File: src/rtl/uart_rx_frame_ctrl.sv
// Frame sequencer for the oversampling UART receiver: tracks bit timing,
// strobes the sampler/deserializer/checkers and reports one outcome per frame.
module uart_rx_frame_ctrl #(
  parameter int DATA_W     = 8,
  parameter int PRESCALE_W = 6
) (
  input  logic                  clk_based_on_prescale,
  input  logic                  rst,
  input  logic                  rx_in,
  input  logic [PRESCALE_W-1:0] prescale,
  input  logic                  par_en,
  input  logic                  start_glitch,
  input  logic                  parity_error,
  input  logic                  stop_error,
  output logic                  sample_enable,
  output logic                  deser_enable,
  output logic                  start_check_enable,
  output logic                  parity_check_enable,
  output logic                  stop_check_enable,
  output logic [PRESCALE_W-1:0] edge_cnt,
  output logic [3:0]            bit_cnt,
  output logic                  data_valid,
  output logic                  par_err_pulse,
  output logic                  stop_err_pulse,
  output logic                  busy
);

  localparam logic [2:0] IDLE   = 3'd0;
  localparam logic [2:0] START  = 3'd1;
  localparam logic [2:0] DATA   = 3'd2;
  localparam logic [2:0] PARITY = 3'd3;
  localparam logic [2:0] STOP   = 3'd4;
  localparam logic [2:0] DONE   = 3'd5;

  logic [2:0]            state_q, nxt_state;
  logic [PRESCALE_W-1:0] edge_q, nxt_edge;
  logic [PRESCALE_W-1:0] p_q, p_in, m2;
  logic [3:0]            bit_q, nxt_bit;
  logic                  par_q, latch, last, par_hit, stop_hit, strobe_hit;

  assign edge_cnt   = edge_q;
  assign bit_cnt    = bit_q;
  assign p_in       = (prescale < PRESCALE_W'(8)) ? PRESCALE_W'(8) : prescale;
  assign last       = (edge_q == p_q - PRESCALE_W'(1));
  assign m2         = (p_q >> 1) + PRESCALE_W'(2);
  // Strobes are decoded from the next state/count so they line up with edge_cnt==M+2.
  assign strobe_hit = (nxt_edge == m2);

  always_comb begin
    nxt_state = state_q;
    nxt_edge  = last ? '0 : edge_q + PRESCALE_W'(1);
    nxt_bit   = bit_q;
    latch     = 1'b0;
    par_hit   = 1'b0;
    stop_hit  = 1'b0;
    case (state_q)
      IDLE: begin
        nxt_edge = '0;
        if (!rx_in) begin
          nxt_state = START;
          latch     = 1'b1;
          nxt_bit   = '0;
        end
      end
      START: begin
        if (last) nxt_state = start_glitch ? IDLE : DATA;
      end
      DATA: begin
        if (last) begin
          if (bit_q == 4'(DATA_W - 1)) nxt_state = par_q ? PARITY : STOP;
          else                         nxt_bit   = bit_q + 4'd1;
        end
      end
      PARITY: begin
        if (last) begin
          nxt_state = parity_error ? IDLE : STOP;
          par_hit   = parity_error;
        end
      end
      STOP: begin
        if (last) begin
          nxt_state = stop_error ? IDLE : DONE;
          stop_hit  = stop_error;
        end
      end
      DONE: begin
        // A low line here is taken as start-bit oversample 0 of the next frame.
        if (!rx_in) begin
          nxt_state = START;
          nxt_edge  = PRESCALE_W'(1);
          latch     = 1'b1;
          nxt_bit   = '0;
        end else begin
          nxt_state = IDLE;
          nxt_edge  = '0;
        end
      end
      default: begin
        nxt_state = IDLE;
        nxt_edge  = '0;
      end
    endcase
  end

  always_ff @(posedge clk_based_on_prescale) begin
    if (rst) begin
      state_q             <= IDLE;
      edge_q              <= '0;
      bit_q               <= '0;
      p_q                 <= PRESCALE_W'(8);
      par_q               <= 1'b0;
      sample_enable       <= 1'b0;
      deser_enable        <= 1'b0;
      start_check_enable  <= 1'b0;
      parity_check_enable <= 1'b0;
      stop_check_enable   <= 1'b0;
      data_valid          <= 1'b0;
      par_err_pulse       <= 1'b0;
      stop_err_pulse      <= 1'b0;
      busy                <= 1'b0;
    end else begin
      state_q <= nxt_state;
      edge_q  <= nxt_edge;
      bit_q   <= nxt_bit;
      if (latch) begin
        p_q   <= p_in;
        par_q <= par_en;
      end
      sample_enable       <= (nxt_state == START) || (nxt_state == DATA) ||
                             (nxt_state == PARITY) || (nxt_state == STOP);
      start_check_enable  <= (nxt_state == START) && strobe_hit;
      deser_enable        <= (nxt_state == DATA) && strobe_hit;
      parity_check_enable <= (nxt_state == PARITY) && strobe_hit;
      stop_check_enable   <= (nxt_state == STOP) && strobe_hit;
      data_valid          <= (nxt_state == DONE);
      par_err_pulse       <= par_hit;
      stop_err_pulse      <= stop_hit;
      busy                <= (nxt_state != IDLE);
    end
  end

endmodule

File: config.mk
export PLATFORM = sky130hd
export DESIGN_NAME = uart_rx_frame_ctrl
export DESIGN_NICKNAME = d
export VERILOG_FILES = /design/src/rtl/uart_rx_frame_ctrl.sv
export SDC_FILE = /design/constraint.sdc
export NUM_CORES = 1
export LEC_CHECK = 0
export BUFFER_PORTS_ARGS = -buffer_cell sky130_fd_sc_hd__buf_2
export CAP_MARGIN = 10
export CELL_PAD_IN_SITES_DETAIL_PLACEMENT = 0
export CELL_PAD_IN_SITES_GLOBAL_PLACEMENT = 1
export CORE_UTILIZATION = 40
export CTS_CLUSTER_DIAMETER = 150
export DETAILED_ROUTE_END_ITERATION = 10
export PLACE_DENSITY_LB_ADDON = 0.1
export SYNTH_ARGS = -nofsm -noshare
export SYNTH_HDL_FRONTEND = slang
export SYNTH_SLANG_ARGS = --single-unit
File: constraint.sdc
create_clock -name clk_based_on_prescale -period 3.62 [get_ports clk_based_on_prescale]
set_clock_uncertainty 0.1 [all_clocks]
set_input_delay 0.181 -clock clk_based_on_prescale [delete_from_list [all_inputs] [get_ports clk_based_on_prescale]]
set_output_delay 0.181 -clock clk_based_on_prescale [all_outputs]
set_load 0.01 [all_outputs]
==> impl_metrics.yaml <==
outcome:
  outcome: "completed"
clocking:
  cts_setup_buffers: 0
  clock_latency_ps: 280
  hold_buffers: 0
  clock-sinks: 29
  cts_inserted_buffers: 5
  tritoncts: "done"
  clockBufferDepth: 2
  cts-root-buf: "clkbuf_8"
  h-tree-depth: 2
  cts_resized: 0
  clk_pin_slew_ps: 70
yosys:
  ys.flop_type: "dfxtp_1"
  ys_warn_count: 0
  syn_avg_cell_area_sq_um: 8.270
  syn-cell-area_sq_um: 1654
  yosys.cell_types.count: 47
  async_flop_share_pct: 0
  synth_edf_count: 0
  synth.yosys.seq_area_share_pct: 35.10
  synthesis.instances: 200
  syn-num-nets: 219
  ys_seq_elements: 29
sta:
  rsz0062_at_grt: "no"
  fin_crit_ps: 2973
  finalSetupViolations: 0
  fin_crit_sh_pct: 82.12
  slew_headroom_pct: 62.61
  max_freq_mhz: 336.4
  hold_violations: 0
  slew_violations: 0
  worst_pin_slew_ps: 556.6
  timing.setup.tns_ps: 0
drt:
  drc: 0
  firstDrtPassIters: 5
  wl_microns: 3845
  drtIter0Drc: 56
  drtAntennaViolNets: 0
  num_vias: 1474
  wl_per_cell_microns: 13.63
  vias_per_cell: 5.227
finish:
  final_area_sq_um: 1956
  area_delta_synth_final_pct: 18.23
  antenna_cells: 0
  final_common_cell: "buf_2"
  nNetsFinal: 250
  final_layout_size_suffix_gt1_share_pct: 19.83
  layout_common_cells: "buf_2 (31), dfxtp_1 (29), nand2_1 (18), nor2_1 (17), nand3_1 (16)"
global_routing:
  grt_max_degree: 22
  first_global_vias: 1378
  met1_usage_pct: 24.82
  track_usage_pct: 19.49
  antenna_found_initial: 0
  top_usage_layer: "met2"
  gr-usage-met3_pct: 5.172
  grt_use_met2_pct: 30.48
  grt_pass1_wl_microns: 6417
  grt_overflow: 0
job:
  cap_violations: 0
critical_path:
  reg2reg_slack_ps: 650
  setup.worst_path.class: "reg2reg"
  cp.arrival_ps: 3060
  end_kind: "register"
  r2r-end: "deser_enable"
  worstPathMaxFanout: 8
  critPathRequiredTime_ps: 3710
  rr_worst_depth: 9
  start_kind: "register"
  reg2reg_from: "p_q[1]"
die:
  row_count: 23
  dieArea_sq_um: 4396
  core_region_area_sq_um: 3971
  die_x_microns: 66.31
  start_util_pct: 41.65
  die_h_microns: 66.31
  num_io_pins: 32
place:
  io_buffers: 31
  place_congestion: 0.8311
  dpl-instance-area_sq_um: 1839
  dpl.hpwl_microns: 2888
power:
  p_per_area_nw_per_um2: 409.1
  leakage_nw: 0.8694
  max-vdd-ir-drop_mv: 0.2117
hold_path:
  hold_depth: 3
  worst_hold_path_type: "in2reg"
  worst_hold_path.endpoint: "par_q"
  min_from: "par_en"
layer usage:
| layer | up-vias | routed length, microns |
|---|---|---|
| met5 | - | 0 |
| met3 | 8 | 147 |
| met1 | 670 | 1859 |
| met4 | 0 | 78 |
| met2 | 33 | 1759 |
| li1 | 763 | - |
flip-flops by register name (all words and copies together) (netlist names):
register             flops
busy                     1
p_q                      6
parity_check_enable      1
state_q                  3
stop_err_pulse           1
data_valid               1
start_check_enable       1
edge_cnt                 6
par_q                    1
sample_enable            1
bit_cnt                  4
deser_enable             1
stop_check_enable        1
par_err_pulse            1
logic make-up after synthesis:
| kind of cell | count (synthesis) | share of synthesized area (%) |
|---|---|---|
| fa+ha+maj | 6 | 4.538 |
| simple gates | 91 | 28.44 |
| compound gates | 30 | 11.80 |
| mux | 4 | 2.496 |
| buf+inv | 18 | 4.690 |
| xor+xnor | 22 | 12.94 |
| flops | 29 | 35.10 |
cell type report:
cell class	count	area, sq um
Clock buffer	7	86.33
Clock inverter	1	30.03
Fill cell	401	2016
Inverter	10	37.54
Multi-Input combinational cell	153	996.0
Sequential cell	29	580.6
Tap cell	50	62.56
Timing Repair Buffer	32	162.7
stage by stage:
stage | hold WS [ps] | setup slack [ps] | std cells | util [%] | total power [W]
after CTS | 25.27 | 670.9 | 282 | 49.24 | 0.0008082
after floorplan | 204.8 | 954.4 | 200 | - | 0.0004241
after detailed placement | 327.6 | 691.8 | 274 | 46.31 | 0.0004534
after global placement | 323.1 | 833.7 | 274 | 46.31 | 0.0004509
final | 28.94 | 647.3 | 282 | 49.24 | 0.0008000
after global routing | 31.04 | 497.0 | 282 | 49.24 | 0.0008377
cells in the mapped netlist, types with 2 or more instances:
library cell / number / area share [%]
ha_1: 6 / 4.5
nand2_1: 18 / 4.1
and3_1: 3 / 1.1
dfxtp_1: 29 / 35
nand3_1: 16 / 4.8
nand2b_1: 5 / 1.9
nor2_1: 17 / 3.9
nor3_1: 9 / 2.7
xnor2_1: 7 / 3.7
a21oi_1: 11 / 3.3
xor2_1: 13 / 6.9
or3_1: 2 / 0.76
inv_1: 10 / 2.3
o21ai_0: 4 / 1.2
clkbuf_1: 5 / 1.1
nor3b_1: 2 / 0.91
nor4_1: 5 / 1.9
nor2b_1: 2 / 0.76
mux2i_1: 3 / 1.8
or2_2: 2 / 0.76
nand4_1: 3 / 1.1
a31oi_1: 2 / 0.76
o21a_1: 2 / 0.91
report_power, final:
group | switching, W | internal, W
clock network | 0.000130 | 0.000224
registers | 0.0000131 | 0.000328
logic | 0.0000621 | 0.0000428
critical path, stage by stage (launching register included):
cell and delay [ps]:
dfxtp_1 450, inv_1 70, ha_1 200, xnor2_1 210
xnor2_1 140, nand3_1 230, or3_1 500, o41a_1 440
or2_1 250, nor4_1 270
worst max-delay path by stage:
stage	start	to	slack (ps)	cells past startpoint
final	p_q[1]	deser_enable	650	9
after global routing	p_q[1]	parity_check_enable	500	9
after CTS	p_q[1]	parity_check_enable	670	9
after detailed placement	p_q[1]	parity_check_enable	690	9
after global placement	p_q[1]	deser_enable	830	9
after floorplan	p_q[1]	parity_check_enable	950	11
Power figures use the tool's default switching activity.
